### config.mk
export PLATFORM = sky130hd
export DESIGN_NAME = seq_chunk_adder
export DESIGN_NICKNAME = d
export VERILOG_FILES = /design/src/rtl/adder_pkg.sv /design/src/rtl/chunk_adder.sv /design/src/rtl/seq_chunk_adder.sv
export SDC_FILE = /design/constraint.sdc
export NUM_CORES = 1
export LEC_CHECK = 0
export CAP_MARGIN = 20
export CORE_MARGIN = 4
export CORE_UTILIZATION = 30
export CTS_BUF_LIST = sky130_fd_sc_hd__clkbuf_2
export CTS_CLUSTER_DIAMETER = 100
export DETAILED_ROUTE_END_ITERATION = 6
export SLEW_MARGIN = 20
export SYNTH_ARGS = -nofsm -noshare
export SYNTH_HDL_FRONTEND = slang
export SYNTH_HIERARCHICAL = 1
export SYNTH_SLANG_ARGS = --single-unit
### constraint.sdc
create_clock -name clk -period 6.2 [get_ports clk]
set_clock_uncertainty 0.05 [all_clocks]
set_input_delay 0.93 -clock clk [delete_from_list [all_inputs] [get_ports clk]]
set_output_delay 0.93 -clock clk [all_outputs]
set_load 0.05 [all_outputs]
### src/rtl/adder_pkg.sv
// ---------------------------------------------------------------------------
// adder_pkg
//   Shared definitions for the chunk-serial adder:
//     - state_t     : control FSM states (IDLE / RUN / DONE)
//     - idx_width() : width of the chunk index counter, never below 1 bit
//     - params_ok() : legality of a WIDTH / CHUNK pairing, used for an
//                     elaboration-time check in the top level
//   No ports (package).
// ---------------------------------------------------------------------------
package adder_pkg;

    typedef enum logic [1:0] {
        IDLE = 2'd0,
        RUN  = 2'd1,
        DONE = 2'd2
    } state_t;

    // A counter over a single chunk still needs one bit to exist.
    function automatic int idx_width(input int nchunk);
        return (nchunk <= 1) ? 1 : $clog2(nchunk);
    endfunction

    function automatic bit params_ok(input int width, input int chunk);
        return (chunk >= 1) && (chunk <= width) && ((width % chunk) == 0);
    endfunction

endpackage

### src/rtl/chunk_adder.sv
// ---------------------------------------------------------------------------
// chunk_adder
//   Purely combinational CHUNK-bit ripple-carry adder built from explicit
//   full-adder equations, so each bit stays a separate candidate for
//   approximation partitioning.
//   Ports:
//     x, y  [CHUNK] in   addends
//     ci          in   carry into bit 0
//     s     [CHUNK] out  sum bits
//     co          out  carry out of bit CHUNK-1
//     c_msb       out  carry into bit CHUNK-1 (for signed-overflow detection)
// ---------------------------------------------------------------------------
module chunk_adder #(
    parameter int CHUNK = 4
) (
    input  logic [CHUNK-1:0] x,
    input  logic [CHUNK-1:0] y,
    input  logic             ci,
    output logic [CHUNK-1:0] s,
    output logic             co,
    output logic             c_msb
);

    // c[i] is the carry into bit i; c[CHUNK] is the carry out.
    logic [CHUNK:0] c;

    assign c[0] = ci;

    for (genvar i = 0; i < CHUNK; i++) begin : g_bit
        logic p;
        assign p      = x[i] ^ y[i];
        assign s[i]   = p ^ c[i];
        assign c[i+1] = (x[i] & y[i]) | (c[i] & p);
    end

    assign co    = c[CHUNK];
    assign c_msb = c[CHUNK-1];

endmodule

### src/rtl/seq_chunk_adder.sv
// ---------------------------------------------------------------------------
// seq_chunk_adder
//   Chunk-serial WIDTH-bit add/subtract unit. One shared chunk_adder processes
//   CHUNK bits per clock, with the carry held in a register between chunks.
//   An operation takes NCHUNK = WIDTH/CHUNK RUN cycles, followed by a DONE
//   state that holds the result until the consumer takes it.
//   Ports:
//     clk, rst              clock, synchronous active-high reset
//     in_valid / in_ready   operand handshake (a, b, cin, sub)
//     a, b        [WIDTH]   operands
//     cin                   carry-in (add) / borrow-in (sub)
//     sub                   0: a+b+cin   1: a-b-cin
//     out_valid / out_ready result handshake (sum, cout, ovf)
//     sum         [WIDTH]   result, modulo 2^WIDTH
//     cout                  carry out of the MSB (for sub: 1 = no borrow)
//     ovf                   two's-complement overflow
// ---------------------------------------------------------------------------
module seq_chunk_adder
    import adder_pkg::*;
#(
    parameter int WIDTH = 32,
    parameter int CHUNK = 4
) (
    input  logic             clk,
    input  logic             rst,
    input  logic             in_valid,
    output logic             in_ready,
    input  logic [WIDTH-1:0] a,
    input  logic [WIDTH-1:0] b,
    input  logic             cin,
    input  logic             sub,
    output logic             out_valid,
    input  logic             out_ready,
    output logic [WIDTH-1:0] sum,
    output logic             cout,
    output logic             ovf
);

    localparam int NCHUNK = WIDTH / CHUNK;
    localparam int IW     = idx_width(NCHUNK);
    localparam logic [IW-1:0] LAST_IDX = IW'(NCHUNK - 1);

    if (!params_ok(WIDTH, CHUNK)) begin : g_bad_params
        $error("seq_chunk_adder: WIDTH must be a positive multiple of CHUNK");
    end

    state_t           state_q, state_d;
    logic [WIDTH-1:0] a_q, a_d;
    logic [WIDTH-1:0] b_q, b_d;
    logic [WIDTH-1:0] sum_q, sum_d;
    logic             carry_q, carry_d;
    logic [IW-1:0]    idx_q, idx_d;
    logic             cout_q, cout_d;
    logic             ovf_q, ovf_d;

    logic [CHUNK-1:0] ch_x, ch_y, ch_s;
    logic             ch_co, ch_cmsb;

    assign ch_x = a_q[idx_q*CHUNK +: CHUNK];
    assign ch_y = b_q[idx_q*CHUNK +: CHUNK];

    chunk_adder #(.CHUNK(CHUNK)) u_chunk (
        .x     (ch_x),
        .y     (ch_y),
        .ci    (carry_q),
        .s     (ch_s),
        .co    (ch_co),
        .c_msb (ch_cmsb)
    );

    always_comb begin
        // NOTE: every signal gets a default before the case so no path leaves
        // it unassigned, which would otherwise infer a latch.
        state_d = state_q;
        a_d     = a_q;
        b_d     = b_q;
        sum_d   = sum_q;
        carry_d = carry_q;
        idx_d   = idx_q;
        cout_d  = cout_q;
        ovf_d   = ovf_q;

        case (state_q)
            IDLE: begin
                if (in_valid) begin
                    // Subtract as a + ~b + ~cin: invert B once at load time
                    // and fold sub into the initial carry.
                    a_d     = a;
                    b_d     = b ^ {WIDTH{sub}};
                    carry_d = cin ^ sub;
                    idx_d   = '0;
                    sum_d   = '0;
                    state_d = RUN;
                end
            end
            RUN: begin
                sum_d[idx_q*CHUNK +: CHUNK] = ch_s;
                carry_d = ch_co;
                if (idx_q == LAST_IDX) begin
                    // The last chunk holds bit WIDTH-1, so its top-bit carries
                    // are the full-width MSB carries.
                    cout_d  = ch_co;
                    ovf_d   = ch_cmsb ^ ch_co;
                    state_d = DONE;
                end else begin
                    idx_d = idx_q + IW'(1);
                end
            end
            DONE: begin
                if (out_ready) begin
                    state_d = IDLE;
                end
            end
            default: state_d = IDLE;
        endcase
    end

    always_ff @(posedge clk) begin
        // NOTE: non-blocking assignments so every flop samples pre-edge values
        // regardless of statement order.
        if (rst) begin
            state_q <= IDLE;
            sum_q   <= '0;
            carry_q <= 1'b0;
            idx_q   <= '0;
            cout_q  <= 1'b0;
            ovf_q   <= 1'b0;
        end else begin
            state_q <= state_d;
            sum_q   <= sum_d;
            carry_q <= carry_d;
            idx_q   <= idx_d;
            cout_q  <= cout_d;
            ovf_q   <= ovf_d;
        end
    end

    // NOTE: the operand registers carry no reset; they are always loaded on
    // acceptance before being read, so a reset would only add fan-out.
    always_ff @(posedge clk) begin
        a_q <= a_d;
        b_q <= b_d;
    end

    // Outputs are forced low while rst is high, including the cycle in which
    // reset is first asserted over a DONE or RUN state.
    assign in_ready  = !rst && (state_q == IDLE);
    assign out_valid = !rst && (state_q == DONE);
    assign sum       = rst ? '0 : sum_q;
    assign cout      = !rst && cout_q;
    assign ovf       = !rst && ovf_q;

endmodule

Word level (Yosys, flattened, before mapping)
Index checks and enable logic that the tools add are counted.
{ "word_totals": {"reg_bits": 104} }
{ "op_classes": {"n_addsub": 2, "n_eq_ne": 7, "shift": 4, "mux": 13, "n_bitwise": 23, "n_reduce_logical": 12} }
{ "ops": {"columns": ["operator", "count"], "rows": [
  ["two-way mux 32 bit", 2],
  ["one-hot mux 32 bit (2 select lines)", 1],
  ["variable part select 32 x 6 -> 4 bit", 2],
  ["negation 5 -> 34 bit", 1],
  ["variable shift 4 x 34 -> 32 bit (first input constant)", 1],
  ["variable part select 4 x 34 -> 32 bit", 1],
  ["bitwise mux 32 bit", 1],
  ["bitwise XOR 32 bit", 1],
  ["bitwise XOR 1 bit", 10],
  ["AND 1 bit", 8],
  ["inequality test 2 bit (second input constant)", 4],
  ["two-way mux 2 bit", 3],
  ["two-way mux 3 bit", 2],
  ["one-hot mux 2 bit (3 select lines)", 1],
  ["one-hot mux 3 bit (2 select lines)", 1],
  ["AND reduction 2 bit", 3],
  ["AND reduction 3 bit", 2],
  ["logical AND 1 bit", 4],
  ["OR 1 bit", 4],
  ["adder 3 x 1 -> 3 bit (second input constant)", 1],
  ["equality test 3 bit (second input constant)", 1],
  ["equality test 2 x 1 -> 1 bit (second input constant)", 1],
  ["equality test 2 bit (second input constant)", 1],
  ["logical NOT 2 bit", 1],
  ["4 further kinds", 4]
]} }

Depth between registers and ports, before layout
{ "depth": {"depth_word": 12, "depth_mapped": 14, "ltp_nobuf": 12} }

Modules after synthesis
Netlist, hierarchy kept.
{ "by_module_without_submodules": {"columns": ["module", "instances", "cells_each", "area_per_inst_um2", "seq_area_each_um2"], "rows": [
  ["seq_chunk_adder", 1, 380, 4707.0, 2722.6],
  ["chunk_adder", 1, 12, 110.1, 0.0]
]} }

Worst setup path after synthesis
Ideal clock, no wire load.
{ "synth_path": {"path_type": "in2out", "startpoint": "in rst", "endpoint": "out out_valid", "arrival_time_ns": 2.649, "slack_ns": 2.571, "stages": 4, "path_buffers": 3, "cell_sequence": "clkbuf_1 > clkbuf_1 > buf_1 > nor3b_1"} }
{ "synth_via": {"elab_chain_cells": 2} }
{ "synth_lines": {"columns": ["item", "line", "text"], "rows": [
  ["start, declared", "seq_chunk_adder.sv:25", "input logic rst,"],
  ["logical NOT 1 bit", "seq_chunk_adder.sv:148", "assign out_valid = !rst && (state_q == DONE);"],
  ["logical AND 1 bit", "seq_chunk_adder.sv:148", null],
  ["end, declared", "seq_chunk_adder.sv:32", "output logic out_valid,"]
]} }
No other way between the ends.

Final worst setup path
{ "layout_path": {"startpoint": "reg idx_q[1]", "endpoint": "reg sum_q[27]"} }
{ "layout_via": {"elab_chain_cells": 12} }
{ "layout_lines": {"columns": ["item", "line", "text"], "rows": [
  ["start, declared", "seq_chunk_adder.sv:52", "logic [IW-1:0] idx_q, idx_d;"],
  ["start signal, assigned", "seq_chunk_adder.sv:132", "idx_q <= idx_d;"],
  ["variable part select 32 x 6 -> 4 bit *", "seq_chunk_adder.sv:60", "assign ch_y = b_q[idx_q*CHUNK +: CHUNK];"],
  ["named net ch_y[0]", "seq_chunk_adder.sv:56", "logic [CHUNK-1:0] ch_x, ch_y, ch_s;"],
  ["bitwise XOR 1 bit", "chunk_adder.sv:31", "assign p = x[i] ^ y[i];"],
  ["AND 1 bit", "chunk_adder.sv:33", "assign c[i+1] = (x[i] & y[i]) | (c[i] & p);"],
  ["OR 1 bit *", "chunk_adder.sv:33", null],
  ["AND 1 bit *", "chunk_adder.sv:33", null],
  ["OR 1 bit *", "chunk_adder.sv:33", null],
  ["AND 1 bit *", "chunk_adder.sv:33", null],
  ["OR 1 bit *", "chunk_adder.sv:33", null],
  ["named net ch_cmsb", "seq_chunk_adder.sv:57", "logic ch_co, ch_cmsb;"],
  ["bitwise XOR 1 bit *", "chunk_adder.sv:32", "assign s[i] = p ^ c[i];"],
  ["named net ch_s[3]", "seq_chunk_adder.sv:56", null],
  ["variable part select 4 x 34 -> 32 bit *", "seq_chunk_adder.sv:97", "sum_d[idx_q*CHUNK +: CHUNK] = ch_s;"],
  ["bitwise mux 32 bit *", "seq_chunk_adder.sv:97", null],
  ["one-hot mux 32 bit (2 select lines) *", "seq_chunk_adder.sv:83", "case (state_q)"],
  ["end signal, assigned", "seq_chunk_adder.sv:130", "sum_q <= sum_d;"],
  ["end, declared", "seq_chunk_adder.sv:50", "logic [WIDTH-1:0] sum_q, sum_d;"]
]} }
The timed path passes the listed nets; every way through them passes the cells marked *.
A chain may end at the register's enable or synchronous reset.

==> impl_metrics.csv <==
group,metric,value,unit
place,post-dp-hpwl,7.98,mm
finish,postLayoutCellArea,6110,µm²
synthesis,synthMuxAreaShare,12.1,%
sta,fin_crit_sh,60.4,%
power_and_ir_drop,vdd_drop_max,0.127,mV
clock_tree,hold_buffers,0,
global_routing,grt_usage,11.6,%
route,routed_wl,10.4,mm
route,via_count,3096,
clock_tree,cts_resized,0,
global_routing,grt_first_pass_wirelength,16.5,mm
synthesis,synth-seq-cells,104,
clock_tree,cts_setup_buffers,0,
synthesis,synth_ff_type,"edfxtp_1",
run,cap_viol_max_count,0,
finish,antenna_cells,0,
power_and_ir_drop,p_per_area,212,nW/µm²
floorplanning,core_area,15800,µm²
synthesis,synth_compound_area_share,4.44,%
synthesis,synth-adder-area-share,3.48,%
critical_path,crit_arrival,4.18,ns
finish,utilization,38.6,%
synthesis,syn_area,4820,µm²
synthesis,avgSynthCellArea,12.3,µm²
finish,layout-drive-gt1-share,6.95,%
sta,rsz0062_at_grt,"false",
power_and_ir_drop,leakagePower,2.19,nW
sta,setup-tns-final,0,ns
synthesis,synth_enable_flop_cells,64,
synthesis,yosysWarnings,6,
route,drtIter0Drc,160,
place,pre_cts_slack,2.22,ns
worst_hold_path,min_path_type,"register to register",
run_status,status,"completed",
synthesis,yosysUniqueCellTypes,40,
synthesis,synth_nets,473,
place,gp_congestion,0.775,
critical_path,required,6.63,ns
sta,tightest_slew,1.02,ns
global_routing,grt_pass1_vias,3309,
floorplanning,dieWidth,135,µm
finish,area_growth,26.9,%
place,placed_cell_area,6020,µm²
clock_tree,clkTransAtPathRegs,0.26,ns
global_routing,antenna_found_initial,0,
power_and_ir_drop,totalPowerFinal,1.30,mW
sta,min_period,3.75,ns
synthesis,synth_xor_area_share,6.18,%
sta,relSlewSlack,32.3,%
route,drc,0,
clock_tree,clock_latency,0.56,ns
floorplanning,io_pins,106,
clock_tree,clockBufferDepth,2,
clock_tree,cts_buffers,9,
route,drt_first_pass_iters,4,
sta,setup_viol,0,
critical_path,critPathKind,"register to register",
synthesis,async_reset_ff_share,0,%
global_routing,grt_max_degree,63,
floorplanning,start_util,30.4,%
synthesis,synth-seq-area-share,56.5,%
critical_path,worstPathMaxFanout,16,
clock_tree,clock_sinks,104,
floorplanning,num_rows,46,
place,port_buffers,105,
sta,timing.final.ws_setup,2.45,ns
sta,finalMaxSlewViolations,0,
route,avgViaCountPerCell,4.39,
critical_path,cp-end-kind,"register",
floorplanning,die_h,135,µm
route,antenna_left,0,
critical_path,cp-start-kind,"register",
route,post_drt_wl_per_cell,14.8,µm
clock_tree,cts_tree,"done",
clock_tree,cts_root_buf,"clkbuf_2",
synthesis,yosys.area_share.simple,13.1,%
synthesis,synth_top_family_by_area,"simple AND/OR/NAND/NOR gates",
synthesis,synthCells,392,
sta,hold_viol_final,0,
clock_tree,htreeDepth,3,
finish,nets,565,
floorplanning,fp.dieArea,18100,µm²
global_routing,grt-ovfl-total,0,
sta,fmax,267,MHz
[critical path, stage by stage (launching register included)]
cell and delay, ns:
dfxtp_1 0.84, nand2_1 0.39, o221ai_1 0.36, fa_1 0.23
inv_1 0.05, fa_1 0.37, fa_1 0.38, inv_1 0.11
fa_1 0.48, nor2b_1 0.18, nand2_1 0.16, mux2i_1 0.08
[path summary, 6_finish.rpt]
| check | slack, ns | cells past startpoint | from | to |
|---|---|---|---|---|
| min | 0.42 | 2 | cout_q | cout_q |
| max | 2.45 | 11 | idx_q[1] | sum_q[27] |
| min reg2reg | 0.42 | 2 | cout_q | cout_q |
| max reg2reg | 2.45 | 11 | idx_q[1] | sum_q[27] |
[cells in the mapped netlist (all sizes together) (3+ instances only)]
library cell,instances,share of area (%)
nand2,49,3.8
xor2,34,6.2
ha,7,1.8
nor2,12,0.93
nand2b,4,0.52
dfxtp,40,17
fa,4,1.7
or3b,3,0.55
nor3,3,0.31
mux4,8,3.7
nor3b,4,0.73
mux2i,40,8.3
nor2b,31,4.0
edfxtp,64,40
inv,20,1.6
nand3,6,0.62
nand4,3,0.39
clkbuf,9,0.70
buf,17,1.9
o32ai,8,1.5
a21oi,6,0.62
o221ai,8,1.5
[layer usage]
layer  GRT usage [%]  up-vias  share of wire [%]
met5               0        -                  0
met4            3.05        0               0.95
met3            3.35        8                6.0
met2            19.1       96                 47
met1            15.1     1436                 46
li1                -     1556                  -
[power breakdown]
group,switching [mW],internal [mW],total (mW)
Clock,0.222,0.0528,0.274
Combinational,0.122,0.107,0.228
Sequential,0.0149,0.780,0.795
Total,0.358,0.939,1.30
[state kept, by name, summed over array words and instances, names as in the netlist]
signal and cells:
a_q 32, b_q 32, sum_q 32, idx_q 3, state_q 2, carry_q 1
cout_q 1, ovf_q 1
[final cells by class]
type / count / area (µm²)
Fill cell: 1505 / 9720
Sequential cell: 104 / 2720
Inverter: 20 / 75.1
Multi-Input combinational cell: 242 / 1890
Tap cell: 216 / 270
Clock buffer: 9 / 45.0
Timing Repair Buffer: 107 / 1060
Clock inverter: 7 / 47.5
[logic make-up (layout without fill, tap and decap cells)]
logic type	after synthesis	count (layout)
buffers and inverters	46	143
AOI/OAI and AO/OA	27	27
DFF	104	104
xor gates and xnor gates	34	34
and+or+nand+nor	122	122
adders and majority gates	11	11
muxes	48	48
[metrics by stage]
stage / instances / hold WS [ns]
global route: 705 / 0.485
floorplan: 392 / 0.382
detailed placement: 689 / 0.399
global placement: 689 / 0.400
CTS: 705 / 0.426
finish: 705 / 0.424
[cell usage in the layout, fill, tap and decap left out, types with 2 or more instances in the layout]
cell,netlist,routed
nor3b_1,3,3
nand2b_1,4,4
xor2_1,34,34
ha_1,7,7
clkdlybuf4s50_1,0,103
buf_2,8,2
edfxtp_1,64,64
nand2_1,49,49
dfxtp_1,40,39
mux4_2,8,8
nor2_1,12,12
nor3_1,3,3
a21oi_1,6,6
mux2i_1,40,40
nand4_1,3,3
clkinv_4,0,2
buf_4,1,2
o32ai_1,8,8
nor2b_1,31,31
nand3_1,6,6
o221ai_1,8,8
fa_1,4,4
inv_1,19,19
or3b_2,2,2
clkbuf_2,0,9
No activity file was read; power rests on OpenSTA's default activity.
